**src/rtl/risc_v_io_pkg.sv**
```systemverilog
// Shared constants for the memory-mapped I/O port: register map, STATUS/CTRL
// bit positions, default window base and the STATUS word packer.
package risc_v_io_pkg;

  localparam logic [31:0] IO_BASE_DEFAULT = 32'hFFFF_FF00;

  typedef enum logic [1:0] {
    REG_DATA   = 2'd0,
    REG_STATUS = 2'd1,
    REG_CTRL   = 2'd2,
    REG_RSVD   = 2'd3
  } io_reg_e;

  localparam int unsigned ST_RX_NE      = 0;
  localparam int unsigned ST_TX_FULL    = 1;
  localparam int unsigned ST_TX_EMPTY   = 2;
  localparam int unsigned ST_TX_DROP    = 3;
  localparam int unsigned ST_RX_CNT_LSB = 8;
  localparam int unsigned ST_TX_CNT_LSB = 16;

  localparam int unsigned CTRL_RX_IE    = 0;
  localparam int unsigned CTRL_TX_IE    = 1;
  localparam int unsigned CTRL_CLR_DROP = 4;

  typedef struct packed {
    logic tx_ie;
    logic rx_ie;
  } io_ctrl_t;

  function automatic logic [31:0] status_word(input logic       rx_ne,
                                              input logic       tx_full,
                                              input logic       tx_empty,
                                              input logic       tx_drop,
                                              input logic [7:0] rx_cnt,
                                              input logic [7:0] tx_cnt);
    logic [31:0] w;
    w                      = '0;
    w[ST_RX_NE]            = rx_ne;
    w[ST_TX_FULL]          = tx_full;
    w[ST_TX_EMPTY]         = tx_empty;
    w[ST_TX_DROP]          = tx_drop;
    w[ST_RX_CNT_LSB +: 8]  = rx_cnt;
    w[ST_TX_CNT_LSB +: 8]  = tx_cnt;
    return w;
  endfunction

endpackage

```
**src/rtl/io_fifo.sv**
```systemverilog
// Synchronous FIFO with pre-edge full/empty gating; head reads 0 when empty.
module io_fifo #(
  parameter int unsigned WIDTH = 32,
  parameter int unsigned DEPTH = 4
) (
  input  logic                     clk,
  input  logic                     rst,
  input  logic                     push,
  input  logic                     pop,
  input  logic [WIDTH-1:0]         wdata,
  output logic [WIDTH-1:0]         rdata,
  output logic                     full,
  output logic                     empty,
  output logic [$clog2(DEPTH):0]   count
);

  localparam int unsigned PTR_W = $clog2(DEPTH);
  localparam int unsigned CNT_W = PTR_W + 1;

  logic [WIDTH-1:0] mem [DEPTH];
  logic [PTR_W-1:0] wr_ptr;
  logic [PTR_W-1:0] rd_ptr;
  logic             do_push;
  logic             do_pop;

  assign full    = (count == CNT_W'(DEPTH));
  assign empty   = (count == '0);
  assign do_push = push & ~full & ~rst;
  assign do_pop  = pop & ~empty & ~rst;
  assign rdata   = empty ? '0 : mem[rd_ptr];

  // Pointers wrap naturally because DEPTH is a power of two.
  always_ff @(posedge clk) begin
    if (rst) begin
      wr_ptr <= '0;
      rd_ptr <= '0;
      count  <= '0;
    end else begin
      if (do_push) wr_ptr <= wr_ptr + PTR_W'(1);
      if (do_pop)  rd_ptr <= rd_ptr + PTR_W'(1);
      count <= count + CNT_W'(do_push) - CNT_W'(do_pop);
    end
  end

  always_ff @(posedge clk) begin
    if (do_push) mem[wr_ptr] <= wdata;
  end

endmodule

```
**src/rtl/risc_v_io_port.sv**
```systemverilog
// Memory-mapped I/O unit: N buffered RX/TX channels on the core's data bus,
// with per-channel STATUS/CTRL registers and a combined interrupt.
module risc_v_io_port
  import risc_v_io_pkg::*;
#(
  parameter int unsigned DATA_W     = 32,
  parameter int unsigned N_CH       = 2,
  parameter int unsigned FIFO_DEPTH = 4,
  parameter logic [31:0] IO_BASE    = IO_BASE_DEFAULT
) (
  input  logic                     CLK,
  input  logic                     Reset,
  input  logic [31:0]              Addr,
  input  logic                     WE,
  input  logic                     RE,
  input  logic [31:0]              WData,
  output logic                     IOSel,
  output logic [31:0]              RData,
  input  logic [N_CH*DATA_W-1:0]   InData,
  input  logic [N_CH-1:0]          InValid,
  output logic [N_CH-1:0]          InReady,
  output logic [N_CH*DATA_W-1:0]   OutData,
  output logic [N_CH-1:0]          OutValid,
  input  logic [N_CH-1:0]          OutReady,
  output logic                     Irq
);

  localparam int unsigned CNT_W = $clog2(FIFO_DEPTH) + 1;

  io_reg_e           reg_sel;
  logic [3:0]        ch_sel;
  logic              access;
  logic [31:0]       rd_mux;

  logic [DATA_W-1:0] rx_head  [N_CH];
  logic [DATA_W-1:0] tx_head  [N_CH];
  logic [CNT_W-1:0]  rx_count [N_CH];
  logic [CNT_W-1:0]  tx_count [N_CH];
  logic [N_CH-1:0]   rx_full;
  logic [N_CH-1:0]   rx_empty;
  logic [N_CH-1:0]   tx_full;
  logic [N_CH-1:0]   tx_empty;
  logic [N_CH-1:0]   tx_drop;
  logic [N_CH-1:0]   rx_ie;
  logic [N_CH-1:0]   tx_ie;
  logic [N_CH-1:0]   irq_vec;
  logic              unused_bits;

  assign IOSel       = (Addr[31:8] == IO_BASE[31:8]);
  assign access      = IOSel & (RE | WE);
  assign ch_sel      = Addr[7:4];
  assign reg_sel     = io_reg_e'(Addr[3:2]);
  assign Irq         = |irq_vec;
  assign unused_bits = ^{Addr[1:0], WData};

  for (genvar c = 0; c < N_CH; c++) begin : g_ch
    logic     hit;
    logic     rx_push;
    logic     rx_pop;
    logic     tx_push;
    logic     tx_pop;
    logic     ctrl_wr;
    logic     drop_q;
    io_ctrl_t ctrl_q;

    assign hit     = access && (ch_sel == 4'(c));
    assign rx_push = InValid[c] & InReady[c];
    assign rx_pop  = hit & RE & (reg_sel == REG_DATA);
    assign tx_push = hit & WE & (reg_sel == REG_DATA);
    assign tx_pop  = OutValid[c] & OutReady[c];
    assign ctrl_wr = hit & WE & (reg_sel == REG_CTRL);

    // InReady is forced low during reset so no external push lands in that cycle.
    assign InReady[c]                   = ~Reset & ~rx_full[c];
    assign OutValid[c]                  = ~tx_empty[c];
    assign OutData[c*DATA_W +: DATA_W]  = tx_head[c];

    assign tx_drop[c] = drop_q;
    assign rx_ie[c]   = ctrl_q.rx_ie;
    assign tx_ie[c]   = ctrl_q.tx_ie;
    assign irq_vec[c] = (ctrl_q.rx_ie & ~rx_empty[c]) | (ctrl_q.tx_ie & tx_empty[c]);

    io_fifo #(.WIDTH(DATA_W), .DEPTH(FIFO_DEPTH)) u_rx (
      .clk   (CLK),
      .rst   (Reset),
      .push  (rx_push),
      .pop   (rx_pop),
      .wdata (InData[c*DATA_W +: DATA_W]),
      .rdata (rx_head[c]),
      .full  (rx_full[c]),
      .empty (rx_empty[c]),
      .count (rx_count[c])
    );

    io_fifo #(.WIDTH(DATA_W), .DEPTH(FIFO_DEPTH)) u_tx (
      .clk   (CLK),
      .rst   (Reset),
      .push  (tx_push),
      .pop   (tx_pop),
      .wdata (WData[DATA_W-1:0]),
      .rdata (tx_head[c]),
      .full  (tx_full[c]),
      .empty (tx_empty[c]),
      .count (tx_count[c])
    );

    // Store to a full TX is judged on pre-edge fullness and flags a sticky drop.
    always_ff @(posedge CLK) begin
      if (Reset) begin
        ctrl_q <= '0;
        drop_q <= 1'b0;
      end else begin
        if (tx_push && tx_full[c]) drop_q <= 1'b1;
        if (ctrl_wr) begin
          ctrl_q.rx_ie <= WData[CTRL_RX_IE];
          ctrl_q.tx_ie <= WData[CTRL_TX_IE];
          if (WData[CTRL_CLR_DROP]) drop_q <= 1'b0;
        end
      end
    end
  end

  // Read mux: unmapped channels and the reserved slot read as zero.
  always_comb begin
    rd_mux = '0;
    for (int c = 0; c < N_CH; c++) begin
      if (ch_sel == 4'(c)) begin
        case (reg_sel)
          REG_DATA:   rd_mux = 32'(rx_head[c]);
          REG_STATUS: rd_mux = status_word(~rx_empty[c], tx_full[c], tx_empty[c],
                                           tx_drop[c], 8'(rx_count[c]), 8'(tx_count[c]));
          REG_CTRL:   rd_mux = {30'd0, tx_ie[c], rx_ie[c]};
          default:    rd_mux = '0;
        endcase
      end
    end
  end

  assign RData = IOSel ? rd_mux : '0;

endmodule

```
**config.mk**
```make
export PLATFORM = sky130hd
export DESIGN_NAME = risc_v_io_port
export DESIGN_NICKNAME = d
export VERILOG_FILES = /design/src/rtl/risc_v_io_pkg.sv /design/src/rtl/io_fifo.sv /design/src/rtl/risc_v_io_port.sv
export SDC_FILE = /design/constraint.sdc
export NUM_CORES = 1
export LEC_CHECK = 0
export ABC_AREA = 1
export BUFFER_PORTS_ARGS = -buffer_cell sky130_fd_sc_hd__buf_4
export CORE_UTILIZATION = 50
export CTS_CLUSTER_DIAMETER = 50
export CTS_CLUSTER_SIZE = 14
export DETAILED_ROUTE_END_ITERATION = 10
export PLACE_DENSITY = 0.71
export SYNTH_ARGS = -nofsm -noshare
export SYNTH_HDL_FRONTEND = slang
export SYNTH_HIERARCHICAL = 1
export SYNTH_SLANG_ARGS = --single-unit
export TNS_END_PERCENT = 1
```
**constraint.sdc**
```tcl
create_clock -name CLK -period 5.1 [get_ports CLK]
set_input_delay 0.51 -clock CLK [delete_from_list [all_inputs] [get_ports CLK]]
set_output_delay 0.51 -clock CLK [all_outputs]
set_load 0.01 [all_outputs]
```
# Word level (Yosys, flattened, before mapping)
# Memories as Yosys holds them, arrays and structs flattened. A register that Yosys moved wholly into a read port is not among the register bits.
# Index checks and enable logic that the tools add are counted.
# Widths: inputs -> output; s select.
[op_classes] mux=31 add_sub_neg=16 bitwise_logic=49 reduce_logical=11 n_eq_ne=8
[op_table] op="$mux 32" n=7
[op_table] op="$pmux 32 s3" n=2
[op_table] op="$and 1x1->1" n=37
[op_table] op="$eq 24x24->1 const B" n=1
[op_table] op="$add 2x1->2 const B" n=8
[op_table] op="$mux 2" n=8
[op_table] op="$mux 1" n=14
[op_table] op="$add 3x1->3" n=4
[op_table] op="$eq 3x3->1 const B" n=4
[op_table] op="$logic_not 3->1" n=4
[op_table] op="$sub 3x1->3" n=4
[op_table] op="$not 1->1" n=9
[op_table] op="$eq 4x1->1 const B" n=1
[op_table] op="$logic_and 1x1->1" n=4
[op_table] op="$logic_not 4->1" n=1
[op_table] op="$or 1x1->1" n=3
[op_table] op="$eq 2x1->1 const B" n=1
[op_table] op="$eq 2x2->1 const B" n=1
[op_table] op="$logic_not 2->1" n=1
[op_table] op="$reduce_or 2->1" n=1
[totals] out_inout_bits=102 ff_bits=34 mem_count=4 mem_bits_rw=512 in_bits=136 wordCells=137
[memory_table] memory="g_ch[0].u_rx.mem" depth=4 width=32 rd=1 rd_ports_with_merged_regs=1 wr=1 line_no="io_fifo.sv:20" text="logic [WIDTH-1:0] mem [DEPTH];"
[memory_table] memory="g_ch[0].u_tx.mem" depth=4 width=32 rd=1 rd_ports_with_merged_regs=1 wr=1 line_no="io_fifo.sv:20"
[memory_table] memory="g_ch[1].u_rx.mem" depth=4 width=32 rd=1 rd_ports_with_merged_regs=1 wr=1 line_no="io_fifo.sv:20"
[memory_table] memory="g_ch[1].u_tx.mem" depth=4 width=32 rd=1 rd_ports_with_merged_regs=1 wr=1 line_no="io_fifo.sv:20"

# Logic depth before layout (Yosys ltp)
[logic_depth] depth_word=9 depth_mapped=14 mapped_depth_nobuf=14

# By module
# Netlist, hierarchy kept.
[by_module_without_submodules] module="io_fifo" n_inst=4 seq_area_each_um2=4023.9 area_per_inst_um2=5440.2 cells_per_inst=443
[by_module_without_submodules] module="risc_v_io_port" n_inst=1 seq_area_each_um2=120.1 area_per_inst_um2=1396.3 cells_per_inst=243

# Least setup slack after synthesis
# Ideal clock, no wire load.
[synth_timing] path_kind="in2reg" start="in Addr[7]" end="mem g_ch[1].u_tx.mem[0][0] (enable)" n_path_buf=0 arrival_time_ps=2884 path_slack_ps=1795 cell_stages=7 setup_ps=421 t_required_ps=4679 cell_sequence="nor2_2 -> nand2_2 -> nor2_4 -> nand4_2 -> nor3_1 -> nand3_1 -> nor2_1"
[synth_via] elab_chain_len=8
[synth_lines] item="start: declaration" line_no="risc_v_io_port.sv:13" text="input logic [31:0] Addr,"
[synth_lines] item="$eq 4x1->1" line_no="risc_v_io_port.sv:66" text="assign hit = access && (ch_sel == 4'(c));"
[synth_lines] item="$logic_and 1x1->1" line_no="risc_v_io_port.sv:66"
[synth_lines] item="$and 1x1->1 (2 in series)" line_no="risc_v_io_port.sv:69" text="assign tx_push = hit & WE & (reg_sel == REG_DATA);"
[synth_lines] item="net g_ch[1].tx_push" line_no="risc_v_io_port.sv:60" text="logic tx_push;"
[synth_lines] item="$and 1x1->1 (2 in series)" line_no="io_fifo.sv:28" text="assign do_push = push & ~full & ~rst;"
[synth_lines] item="$mux 1" line_no="io_fifo.sv:46" text="if (do_push) mem[wr_ptr] <= wdata;"
[synth_lines] item="$mux 1 (not written as such)" line_no="io_fifo.sv:46"
[synth_lines] item="end: declaration" line_no="io_fifo.sv:20"
# The timed path passes the listed nets, and every way through them passes these cells.

==> impl_metrics.ini <==
[global_routing]
grt_start_max_net_pins = 66
grt_usage_pct = 23.3
gr-total-overflow = 0
grt_antenna_before_repair = 8
grt_pass1_wl_um = 83800
grt_pass1_vias = 15100

[pwr]
pwr-share-seq_pct = 56.5
p_switching_uw = 1810
p_total_uw = 8840
switching_share_pct = 20.4
internal_power_uw = 7040
combinationalPowerShare_pct = 3.3
power.density_nw_per_um2 = 330
p_clk_share_pct = 40.2
max-vdd-ir-drop_v = 0.000321
leakagePower_uw = 0.00959

[critical_path]
path_cells = buf_4 > inv_1 > buf_4 > nor2_1 > o21ai_1 > a21oi_1 > nand2_1 > o211ai_1 > o21ai_1 > nor3_1 > buf_4
r2r_slack_ns = 2.25
worst_path_max_delay_cell = inv_1
endpoint_kind = output port
crit_type = reg -> out
crit_path_max_incr_delay_ns = 0.41
worst-endpoint-required_ns = 4.59
start_kind = flop
rr_startpoint = g_ch[1].u_tx/count[1]$_SDFF_PP0_
r2r_cells = 13
crit_arrival_ns = 3.38
cp_common_cell = buf_4
crit_path_max_fanout = 33
rr_endpoint = g_ch[1].u_tx/count[2]$_SDFF_PP0_

[placement]
io_buffers = 235
dp_hpwl_um = 32800
routabilityCongestion = 0.863

[cells_and_area]
mostFrequentLayoutCells = 588 x nor2_1, 512 x edfxtp_1, 261 x buf_4
final_common_cell = nor2_1
final_nets = 2384
multi_input_area_um2 = 5930
layout-drive-gt1-share_pct = 17.1
filler_cell_count = 3649
seq_area_um2 = 16200
synthToLayoutAreaGrowth_pct = 15.6
final_core_util_pct = 58.8

[cts]
cts.sinks = 554
cts_setup_buffers = 0
cts.clk_slew.worst_paths_ns = 0.06
cts_hold_buf = 0
cts_resized = 0
cts_buffers = 49
cts_buffer_depth = 3
cts_htree_levels = 2
root_buffer = clkbuf_16
clock_latency_ns = 0.60
tritoncts = yes

[floorplan]
initial_core_util_pct = 50.8
coreArea_um2 = 45600
die_area_um2 = 47200
top_level_ports = 238
die_x_um = 217
rows = 78
die_height_um = 217

[timing]
relSlewSlack_pct = 22.0
fin_crit_ns = 3.89
finalCritPeriodShare_pct = 76.3
rsz0062_at_grt = false
hold_viol_final = 0
finalSetupViolations = 0
finClkSkew_ns = 0.0225
setup_tns_ns = 0
worst_slew_pin_slew_ns = 1.17
maxSlewViolCount = 0
fmaxAchievable_mhz = 257

[synth]
synth-seq-cells = 554
yosysWarnings = 6
synth_edf_count = 512
syn_area_per_cell_um2 = 11.5
synthFlopType = edfxtp_1
syn_area_um2 = 23200
synth.yosys.seq_area_share_pct = 70.0
yosysUniqueCellTypes = 31
syn_nets = 2179
netlist_instances = 2015
async_reset_ff_share_pct = 0

[min_path]
holdCritPathClass = in -> reg
min_to = g_ch[0].u_rx/mem[1][26]$_DFFE_PP_
min-delay-start = InData[26]
hold_depth = 1

[drt]
viasPerCell = 5.45
wirelength_um = 55300
drcViolationCount = 0
routedWlPerCell_um = 19.3
drtAntennaViolNets = 0
vias = 15600
dr.first_iter.drc_count = 1309
firstDrtPassIters = 5

[flow_run]
max_cap_violations = 0

[run_status]
status = completed
==> Yosys cell counts, types with 7 or more instances <==
| master | n | area, µm² |
|---|---|---|
| edfxtp_1 | 512 | 15400 |
| nor3_2 | 13 | 130 |
| clkbuf_1 | 35 | 131 |
| buf_2 | 37 | 185 |
| a211oi_1 | 7 | 52.6 |
| inv_2 | 10 | 37.5 |
| buf_6 | 33 | 372 |
| nor2_1 | 604 | 2270 |
| nand2_1 | 88 | 330 |
| o21ai_0 | 142 | 711 |
| o21ai_1 | 152 | 761 |
| nand3_1 | 16 | 80.1 |
| inv_1 | 91 | 342 |
| nor3_1 | 14 | 70.1 |
| ha_1 | 24 | 300 |
| a21oi_1 | 150 | 751 |
| dfxtp_1 | 42 | 841 |
==> per-layer routing <==
layer  part of all wire [%]  routed length [µm]  track usage, %
met1                     39               21600            28.5
met2                     50               27500            39.7
met3                    7.6                4220            5.62
met4                    3.5                1910            9.18
met5                   0.11                  60               0
==> area by class of cell <==
class | count | share of cell area [%]
clock inverters | 12 | 0.495
repair buffers | 261 | 7.32
well taps | 600 | 2.80
inverters | 101 | 1.42
flip-flops and latches | 554 | 60.6
multi-input cells | 1253 | 22.1
clock buffers | 80 | 5.21
diodes | 4 | 0.0374
==> power groups by stage <==
stage	Sequential, µW	Combinational (µW)	Clock [µW]
after floorplan	5100	110	0
after global placement	5100	277	0
after detailed placement	5100	287	0
after CTS	5000	290	3610
after global routing	5000	316	3780
final	5000	289	3550
==> sequential cells by signal, indices dropped and copies added (netlist names), named ones only <==
| signal | cells |
|---|---|
| g_ch.u_rx/count | 6 |
| g_ch.u_tx/rd_ptr | 4 |
| g_ch.u_tx/mem | 256 |
| g_ch.u_rx/wr_ptr | 4 |
| g_ch.ctrl_q | 4 |
| g_ch.drop_q | 2 |
| g_ch.u_rx/mem | 256 |
| g_ch.u_tx/count | 6 |
| g_ch.u_rx/rd_ptr | 4 |
| g_ch.u_tx/wr_ptr | 4 |
==> worst max path at each step <==
stage | startpoint | cells past startpoint | slack [ns] | to
finish | flop | 11 | 1.21 | RData[1]
global placement | Addr[17] | 9 | 1.61 | g_ch[0].u_tx/mem[1][18]$_DFFE_PP_
CTS | flop | 11 | 1.15 | RData[1]
detailed placement | Addr[16] | 9 | 1.61 | g_ch[0].u_tx/mem[3][20]$_DFFE_PP_
global route | flop | 11 | 0.99 | RData[1]
floorplan | Addr[7] | 7 | 1.79 | g_ch[1].u_tx/mem[0][0]$_DFFE_PP_
==> logic make-up (layout without fill, tap and decap cells) <==
group	after synthesis	after routing	share of synthesized area (%)
flops	554	554	70.0
fa+ha+maj	28	28	1.64
buf+inv	208	454	4.67
compound gates	462	462	10.2
other cells	0	4	0
simple gates	759	759	13.3
xor+xnor	4	4	0.151
==> metrics by stage <==
step | hold WS [ns] | setup WS, ns | cells | area, µm²
finish | 0.111 | 1.21 | 2865 | 26800
CTS | 0.0789 | 1.15 | 2861 | 26800
global route | 0.0816 | 0.985 | 2863 | 26800
global placement | 0.483 | 1.61 | 2769 | 25200
floorplan | 0.466 | 1.79 | 2015 | 23200
detailed placement | 0.492 | 1.61 | 2769 | 25200
==> critical path, delay by kind of cell (launching register included) <==
| family | cells | cell delay (ns) |
|---|---|---|
| AO/OA/AOI/OAI | 4 | 0.54 |
| buffers and inverters | 4 | 1.34 |
| AND/OR/NAND/NOR | 3 | 0.61 |
| flip-flops | 1 | 0.30 |
Note: power is estimated with default switching activity, not from simulation.
